File: src/rtl/flash_user_arbit_if.sv
// Flash engine side of flash_user_arbit: command handshake, write byte stream
// and read byte stream, with arbiter (master) and engine (slave) views.
interface flash_user_arbit_if;
  logic        flash_cmd_valid;
  logic        flash_cmd_ready;
  logic [31:0] flash_cmd;
  logic        flash_wr_en;
  logic        flash_wr_ready;
  logic [7:0]  flash_wr_data;
  logic [7:0]  flash_rd_data;
  logic        flash_rd_valid;

  modport master (
    output flash_cmd_valid, flash_cmd, flash_wr_en, flash_wr_data,
    input  flash_cmd_ready, flash_wr_ready, flash_rd_data, flash_rd_valid
  );

  modport slave (
    input  flash_cmd_valid, flash_cmd, flash_wr_en, flash_wr_data,
    output flash_cmd_ready, flash_wr_ready, flash_rd_data, flash_rd_valid
  );
endinterface

File: src/rtl/flash_user_arbit.sv
// Two-port round-robin arbiter in front of a flash command engine: buffers
// write beats, issues one command per grant and routes read bytes back.
module flash_user_arbit #(
  parameter int U_DLY = 1
) (
  input  logic               clk_sys,
  input  logic               rst,
  input  logic [1:0]         user_req,
  output logic [1:0]         user_ack,
  input  logic [1:0]         user_done,
  input  logic [1:0]         user_en,
  input  logic [63:0]        user_cmd,
  input  logic [15:0]        user_wr_data,
  output logic [7:0]         user_rd_data,
  output logic [1:0]         user_rd_data_valid,
  flash_user_arbit_if.master flash
);

  typedef enum logic [2:0] {IDLE, GRANT, ISSUE, WDATA, RDATA, FINISH} state_t;

  state_t      state;
  logic        gnt;
  logic        last;
  logic        got_cmd;
  logic        rw;
  logic [7:0]  len;
  logic [15:0] addr;
  logic [7:0]  beat_cnt;
  logic [7:0]  xfer_cnt;
  logic [7:0]  buffer [0:255];

  logic        next_port;
  logic        en_g;
  logic        done_g;
  logic        cmd_rw;
  logic [7:0]  cmd_len;
  logic [15:0] cmd_addr;
  logic [7:0]  byte_g;
  logic        rw_eff;
  logic [7:0]  len_eff;
  logic [15:0] addr_eff;
  logic        store;
  logic        unused_bits;

  assign unused_bits = ^{user_cmd[62:56], user_cmd[30:24], U_DLY};
  assign next_port   = (&user_req) ? ~last : user_req[1];

  // Before the command is latched, the live command of the granted port
  // governs the first beat, so that beat is judged by its own length.
  always_comb begin
    en_g     = user_en[gnt];
    done_g   = user_done[gnt];
    cmd_rw   = gnt ? user_cmd[63]    : user_cmd[31];
    cmd_len  = gnt ? user_cmd[55:48] : user_cmd[23:16];
    cmd_addr = gnt ? user_cmd[47:32] : user_cmd[15:0];
    byte_g   = gnt ? user_wr_data[15:8] : user_wr_data[7:0];
    rw_eff   = got_cmd ? rw   : cmd_rw;
    len_eff  = got_cmd ? len  : cmd_len;
    addr_eff = got_cmd ? addr : cmd_addr;
    store    = (state == GRANT) && en_g && !rw_eff && (beat_cnt < len_eff);
  end

  always_ff @(posedge clk_sys) begin
    if (store) buffer[beat_cnt] <= byte_g;
  end

  // Bytes past the received beat count read as erased flash.
  assign flash.flash_wr_data = !flash.flash_wr_en     ? '0 :
                               (xfer_cnt < beat_cnt) ? buffer[xfer_cnt] : 8'hFF;

  always_ff @(posedge clk_sys or posedge rst) begin
    if (rst) begin
      state                 <= IDLE;
      gnt                   <= 1'b0;
      last                  <= 1'b1;
      got_cmd               <= 1'b0;
      rw                    <= 1'b0;
      len                   <= '0;
      addr                  <= '0;
      beat_cnt              <= '0;
      xfer_cnt              <= '0;
      user_ack              <= '0;
      user_rd_data          <= '0;
      user_rd_data_valid    <= '0;
      flash.flash_cmd_valid <= 1'b0;
      flash.flash_cmd       <= '0;
      flash.flash_wr_en     <= 1'b0;
    end else begin
      user_ack           <= '0;
      user_rd_data_valid <= '0;
      case (state)
        IDLE: begin
          if (|user_req) begin
            gnt      <= next_port;
            user_ack <= next_port ? 2'b10 : 2'b01;
            got_cmd  <= 1'b0;
            beat_cnt <= '0;
            xfer_cnt <= '0;
            state    <= GRANT;
          end
        end
        GRANT: begin
          if (!got_cmd && (en_g || done_g)) begin
            rw      <= cmd_rw;
            len     <= cmd_len;
            addr    <= cmd_addr;
            got_cmd <= 1'b1;
          end
          if (store) beat_cnt <= beat_cnt + 8'd1;
          if (done_g) begin
            flash.flash_cmd_valid <= 1'b1;
            flash.flash_cmd       <= {rw_eff, 7'd0, len_eff, addr_eff};
            state                 <= ISSUE;
          end
        end
        ISSUE: begin
          if (flash.flash_cmd_ready) begin
            flash.flash_cmd_valid <= 1'b0;
            if (len == 8'd0) begin
              state <= FINISH;
            end else if (rw) begin
              state <= RDATA;
            end else begin
              flash.flash_wr_en <= 1'b1;
              state             <= WDATA;
            end
          end
        end
        WDATA: begin
          if (flash.flash_wr_en && flash.flash_wr_ready) begin
            xfer_cnt <= xfer_cnt + 8'd1;
            if (xfer_cnt + 8'd1 == len) begin
              flash.flash_wr_en <= 1'b0;
              state             <= FINISH;
            end
          end
        end
        RDATA: begin
          if (flash.flash_rd_valid) begin
            user_rd_data       <= flash.flash_rd_data;
            user_rd_data_valid <= gnt ? 2'b10 : 2'b01;
            xfer_cnt           <= xfer_cnt + 8'd1;
            if (xfer_cnt + 8'd1 == len) state <= FINISH;
          end
        end
        FINISH: begin
          last  <= gnt;
          state <= IDLE;
        end
        default: state <= IDLE;
      endcase
    end
  end

endmodule

File: src/flat_wrapper.sv
// flat-port wrapper written by rule: the top's interface ports become plain ports
module flash_user_arbit_flat 
#(
  parameter int U_DLY = 1
)
  (clk_sys, rst, user_req, user_ack, user_done, user_en, user_cmd, user_wr_data, user_rd_data, user_rd_data_valid, flash_flash_cmd_valid, flash_flash_cmd, flash_flash_wr_en, flash_flash_wr_data, flash_flash_cmd_ready, flash_flash_wr_ready, flash_flash_rd_data, flash_flash_rd_valid);
  flash_user_arbit_if flash_i ();
  input  logic clk_sys;
  input  logic rst;
  input  logic [1:0] user_req;
  output logic [1:0] user_ack;
  input  logic [1:0] user_done;
  input  logic [1:0] user_en;
  input  logic [63:0] user_cmd;
  input  logic [15:0] user_wr_data;
  output logic [7:0] user_rd_data;
  output logic [1:0] user_rd_data_valid;
  output wire logic [$bits(flash_i.flash_cmd_valid)-1:0] flash_flash_cmd_valid;
  output wire logic [$bits(flash_i.flash_cmd)-1:0] flash_flash_cmd;
  output wire logic [$bits(flash_i.flash_wr_en)-1:0] flash_flash_wr_en;
  output wire logic [$bits(flash_i.flash_wr_data)-1:0] flash_flash_wr_data;
  input wire logic [$bits(flash_i.flash_cmd_ready)-1:0] flash_flash_cmd_ready;
  input wire logic [$bits(flash_i.flash_wr_ready)-1:0] flash_flash_wr_ready;
  input wire logic [$bits(flash_i.flash_rd_data)-1:0] flash_flash_rd_data;
  input wire logic [$bits(flash_i.flash_rd_valid)-1:0] flash_flash_rd_valid;
  assign flash_flash_cmd_valid = flash_i.flash_cmd_valid;
  assign flash_flash_cmd = flash_i.flash_cmd;
  assign flash_flash_wr_en = flash_i.flash_wr_en;
  assign flash_flash_wr_data = flash_i.flash_wr_data;
  assign flash_i.flash_cmd_ready = flash_flash_cmd_ready;
  assign flash_i.flash_wr_ready = flash_flash_wr_ready;
  assign flash_i.flash_rd_data = flash_flash_rd_data;
  assign flash_i.flash_rd_valid = flash_flash_rd_valid;
  flash_user_arbit #(.U_DLY(U_DLY)) u_core (.clk_sys(clk_sys), .rst(rst), .user_req(user_req), .user_ack(user_ack), .user_done(user_done), .user_en(user_en), .user_cmd(user_cmd), .user_wr_data(user_wr_data), .user_rd_data(user_rd_data), .user_rd_data_valid(user_rd_data_valid), .flash(flash_i));
endmodule
File: config.mk
export PLATFORM = sky130hd
export DESIGN_NAME = flash_user_arbit_flat
export DESIGN_NICKNAME = d
export VERILOG_FILES = /design/src/rtl/flash_user_arbit_if.sv /design/src/rtl/flash_user_arbit.sv /design/src/flat_wrapper.sv
export SDC_FILE = /design/constraint.sdc
export NUM_CORES = 2
export LEC_CHECK = 0
export ABC_AREA = 1
export CORE_MARGIN = 5
export CORE_UTILIZATION = 55
export DETAILED_ROUTE_END_ITERATION = 7
export PLACE_DENSITY_LB_ADDON = 0.08
export SKIP_LAST_GASP = 1
export SYNTH_ARGS = -nofsm -noshare
export SYNTH_HDL_FRONTEND = slang
export SYNTH_SLANG_ARGS = --single-unit
File: constraint.sdc
create_clock -name clk_sys -period 8.55 [get_ports clk_sys]
set_input_delay 1.2825 -clock clk_sys [delete_from_list [all_inputs] [get_ports clk_sys]]
set_output_delay 1.2825 -clock clk_sys [all_outputs]
set_load 0.01 [all_outputs]
==> flow_metrics.py <==
metrics = {
    "sta": {
        "maxSlewHeadroom_pct": 0.860,
        "hold_viol": 0,
        "tightestPinTransition_ps": 1480,
        "rsz0062_at_grt": "no",
        "setup_ws_ps": 1560,
        "max_freq_mhz": 143,
        "whs_ps": 478,
        "finalCritPeriodShare_pct": 81.8,
        "skew_ps": 25.8,
        "period_needed_ps": 6990,
        "final-setup-viol-count": 0,
        "drv_slew": 0,
        "fin_setup_tns_ps": 0,
    },
    "yosys": {
        "ys_seq_area_share_pct": 72.9,
        "ys_ff_latch": 2134,
        "syn_inst": 7570,
        "synth.top_cell.area_share_pct": 70.4,
        "yosys.area.top_type": "edfxtp_1",
        "synth_ff_type": "edfxtp_1",
        "synth_area_um2": 87300,
        "async_reset_ff_share_pct": 4.03,
        "synth_edf_count": 2048,
        "synthTopCellsByArea": "edfxtp_1 (70%), nand3_1 (12%), nand2_1 (9.9%)",
        "yosysUniqueCellTypes": 38,
        "ys_warn_count": 0,
        "syn_area_per_cell_um2": 11.5,
    },
    "floorplanning": {
        "rows": 146,
        "ioPinCount": 153,
        "fp.dieH_um": 408,
        "initial_core_util_pct": 55.2,
        "coreArea_um2": 158000,
        "die-area_um2": 167000,
        "die_w_um": 408,
    },
    "critical_path": {
        "path_delay_family": "buffers and inverters",
        "start_kind": "register",
        "worstPathArrival_ps": 5710,
        "cpPeakStageDelay_ps": 1080,
        "cp-end-kind": "output port",
        "cp_num_buf_inv": 4,
        "path_class": "reg -> out",
        "slowest_stage": "dfrtp_4",
        "path_common_cell": "nand3_1",
        "critPathRequiredTime_ps": 7270,
        "worstPathMaxFanout": 218,
        "cp_cell_sequence": "buf_12 -> buf_4 -> nand2_1 -> nand3_1 -> nand3_1 -> nand3_1 -> nand3_1 -> nand3_1 -> nand3_1 -> nand2_1 -> nand2_1 -> nand3_1 -> nand2_1 -> inv_1 -> clkdlybuf4s50_1",
    },
    "placed_design": {
        "dpl-instance-area_um2": 90400,
        "dp_hpwl_mm": 127,
        "pre_cts_ws_ps": 2470,
        "portBuffers": 131,
        "gp_congestion": 0.876,
    },
    "clocking": {
        "cts_max_path_buffers": 3,
        "h-tree-depth": 4,
        "insertion_delay_ps": 840,
        "clk_pin_slew_ps": 60,
        "postCtsSetupBuffers": 0,
        "numCtsBuffers": 212,
        "clkSinkCount": 2134,
        "cts_hold_buf": 0,
        "cts_tree": "done",
        "cts_resized": 0,
        "root_buffer": "clkbuf_16",
    },
    "status": {
        "outcome": "complete, but fails checks",
        "violations": "max-capacitance violations",
    },
    "power_and_ir_drop": {
        "power_frac_seq_pct": 42.5,
        "powerDensity_nw_per_um2": 316,
        "ir_worst_vdd_uv": 268,
        "netSwitchingPower_mw": 10.5,
        "p_sw_share_pct": 34.1,
        "combPwrFrac_pct": 27.5,
        "leakage_nw": 34.0,
        "p_int_mw": 20.3,
        "power.share.clock_pct": 30.0,
    },
    "global_route": {
        "grtUsageTotal_pct": 27.5,
        "grt_max_degree": 219,
        "grt_pass1_vias": 54200,
        "antenna_found_initial": 1,
        "grt_first_pass_wirelength_mm": 348,
        "globalRouteOverflowTotal": 0,
    },
    "cells_and_area": {
        "final_common_cell": "nand2_1",
        "drive_gt1_share_pct": 6.10,
        "layout_common_cells": "nand2_1 (2276), edfxtp_1 (2048), nand3_1 (2037)",
        "nets": 7621,
        "area_growth_pct": 11.5,
        "design_area_um2": 97300,
    },
    "detailed_routing": {
        "drc_errors": 0,
        "drtAntennaViolNets": 0,
        "route.vias.total": 57600,
        "vias_per_cell": 5.90,
        "drt_iter0_drc": 6695,
        "drtPass1Iterations": 6,
        "routed_wl_mm": 233,
        "avgRoutedWirePerCell_um": 23.9,
    },
    "job": {
        "max_cap_viol_count": 1,
    },
    "worst_hold_path": {
        "min_path_type": "reg -> reg",
    },
}
==> area by class of cell <==
class	count	area, um2
clock inverters	137	1380
repair buffers	232	2380
inverters	66	274
well taps	2072	2590
flip-flops and latches	2134	63700
diodes	2	5.00
clock buffers	257	5500
multi-input cells	4857	21500
fillers	12400	60900
==> synth_stat cells (14+ instances only) <==
master,n
clkbuf_1,393
dfrtp_1,85
or2_2,16
buf_1,81
xor2_1,14
inv_1,53
nand2_1,2292
nor2_1,260
ha_1,19
edfxtp_1,2048
buf_2,34
nor3_1,51
a21oi_1,26
nand3_1,2045
o21ai_0,90
==> cells by family (layout without fill, tap and decap cells) <==
family	after synthesis	count (layout)	share of synthesized area, %
AND/OR/NAND/NOR	4683	4683	23.3
flip-flops	2134	2134	72.9
buffers and inverters	585	692	2.62
AO/OA/AOI/OAI	131	131	0.789
adder cells (fa/ha/maj)	19	19	0.272
XOR/XNOR	15	15	0.150
multiplexers	2	2	0.0229
other	1	9	0.00429
==> sequential cells by signal, summed over array words and instances (netlist names) <==
| register | cells |
|---|---|
| u_core.user_ack | 2 |
| u_core.flash.flash_cmd | 25 |
| u_core.addr | 16 |
| u_core.flash.flash_wr_en | 1 |
| u_core.buffer | 2048 |
| u_core.user_rd_data_valid | 2 |
| u_core.len | 8 |
| u_core.rw | 1 |
| u_core.flash.flash_cmd_valid | 1 |
| u_core.gnt | 1 |
| u_core.xfer_cnt | 8 |
| u_core.state | 3 |
| u_core.beat_cnt | 8 |
| u_core.user_rd_data | 8 |
| u_core.last | 1 |
| u_core.got_cmd | 1 |
==> power by group through the flow <==
stage	clock network (mW)	registers [mW]	logic, mW
floorplan	0	13.6	5.10
finish	9.21	13.1	8.46
global placement	0	13.3	8.32
CTS	9.32	13.1	8.46
global route	9.81	13.1	9.25
detailed placement	0	13.3	8.44
==> routing by layer <==
metal  vias to the layer above  routed length [um]  track usage [%]
li1                      26700                   -                -
met5                         -                   0                0
met2                      2501              109000             42.9
met4                         0                7580             8.92
met3                       413               18900             4.36
met1                     28000               97500             40.2
==> worst min-delay path: stages, from the launching register on <==
cell	delay, ps
dfrtp_1	350
nand2_1	50
nand2_1	40
==> per-stage QoR <==
step	cells	utilization [%]	power, mW
2_1_floorplan	7576	-	18.7
3_3_place_gp	9359	57.2	21.6
3_5_place_dp	9359	57.2	21.7
4_1_cts	9753	61.5	30.8
5_1_grt	9755	61.5	32.1
6_report	9757	61.5	30.7
==> worst paths after layout <==
path | startpoint | endpoint | slack, ps | depth (start not counted)
worst max-delay path | u_core.xfer_cnt[0] | flash_flash_wr_data[5] | 1560 | 15
worst min-delay path | u_core.user_rd_data[4] | u_core.user_rd_data[4] | 480 | 2
worst max register to register | u_core.gnt | u_core.buffer[35][7] | 3550 | 13
worst min register to register | u_core.user_rd_data[4] | u_core.user_rd_data[4] | 480 | 2
max in group asynchronous | rst | u_core.xfer_cnt[3] | 6530 | 3
min in group asynchronous | rst | u_core.user_rd_data[3] | 780 | 2
(Power assumes the default switching activity.)
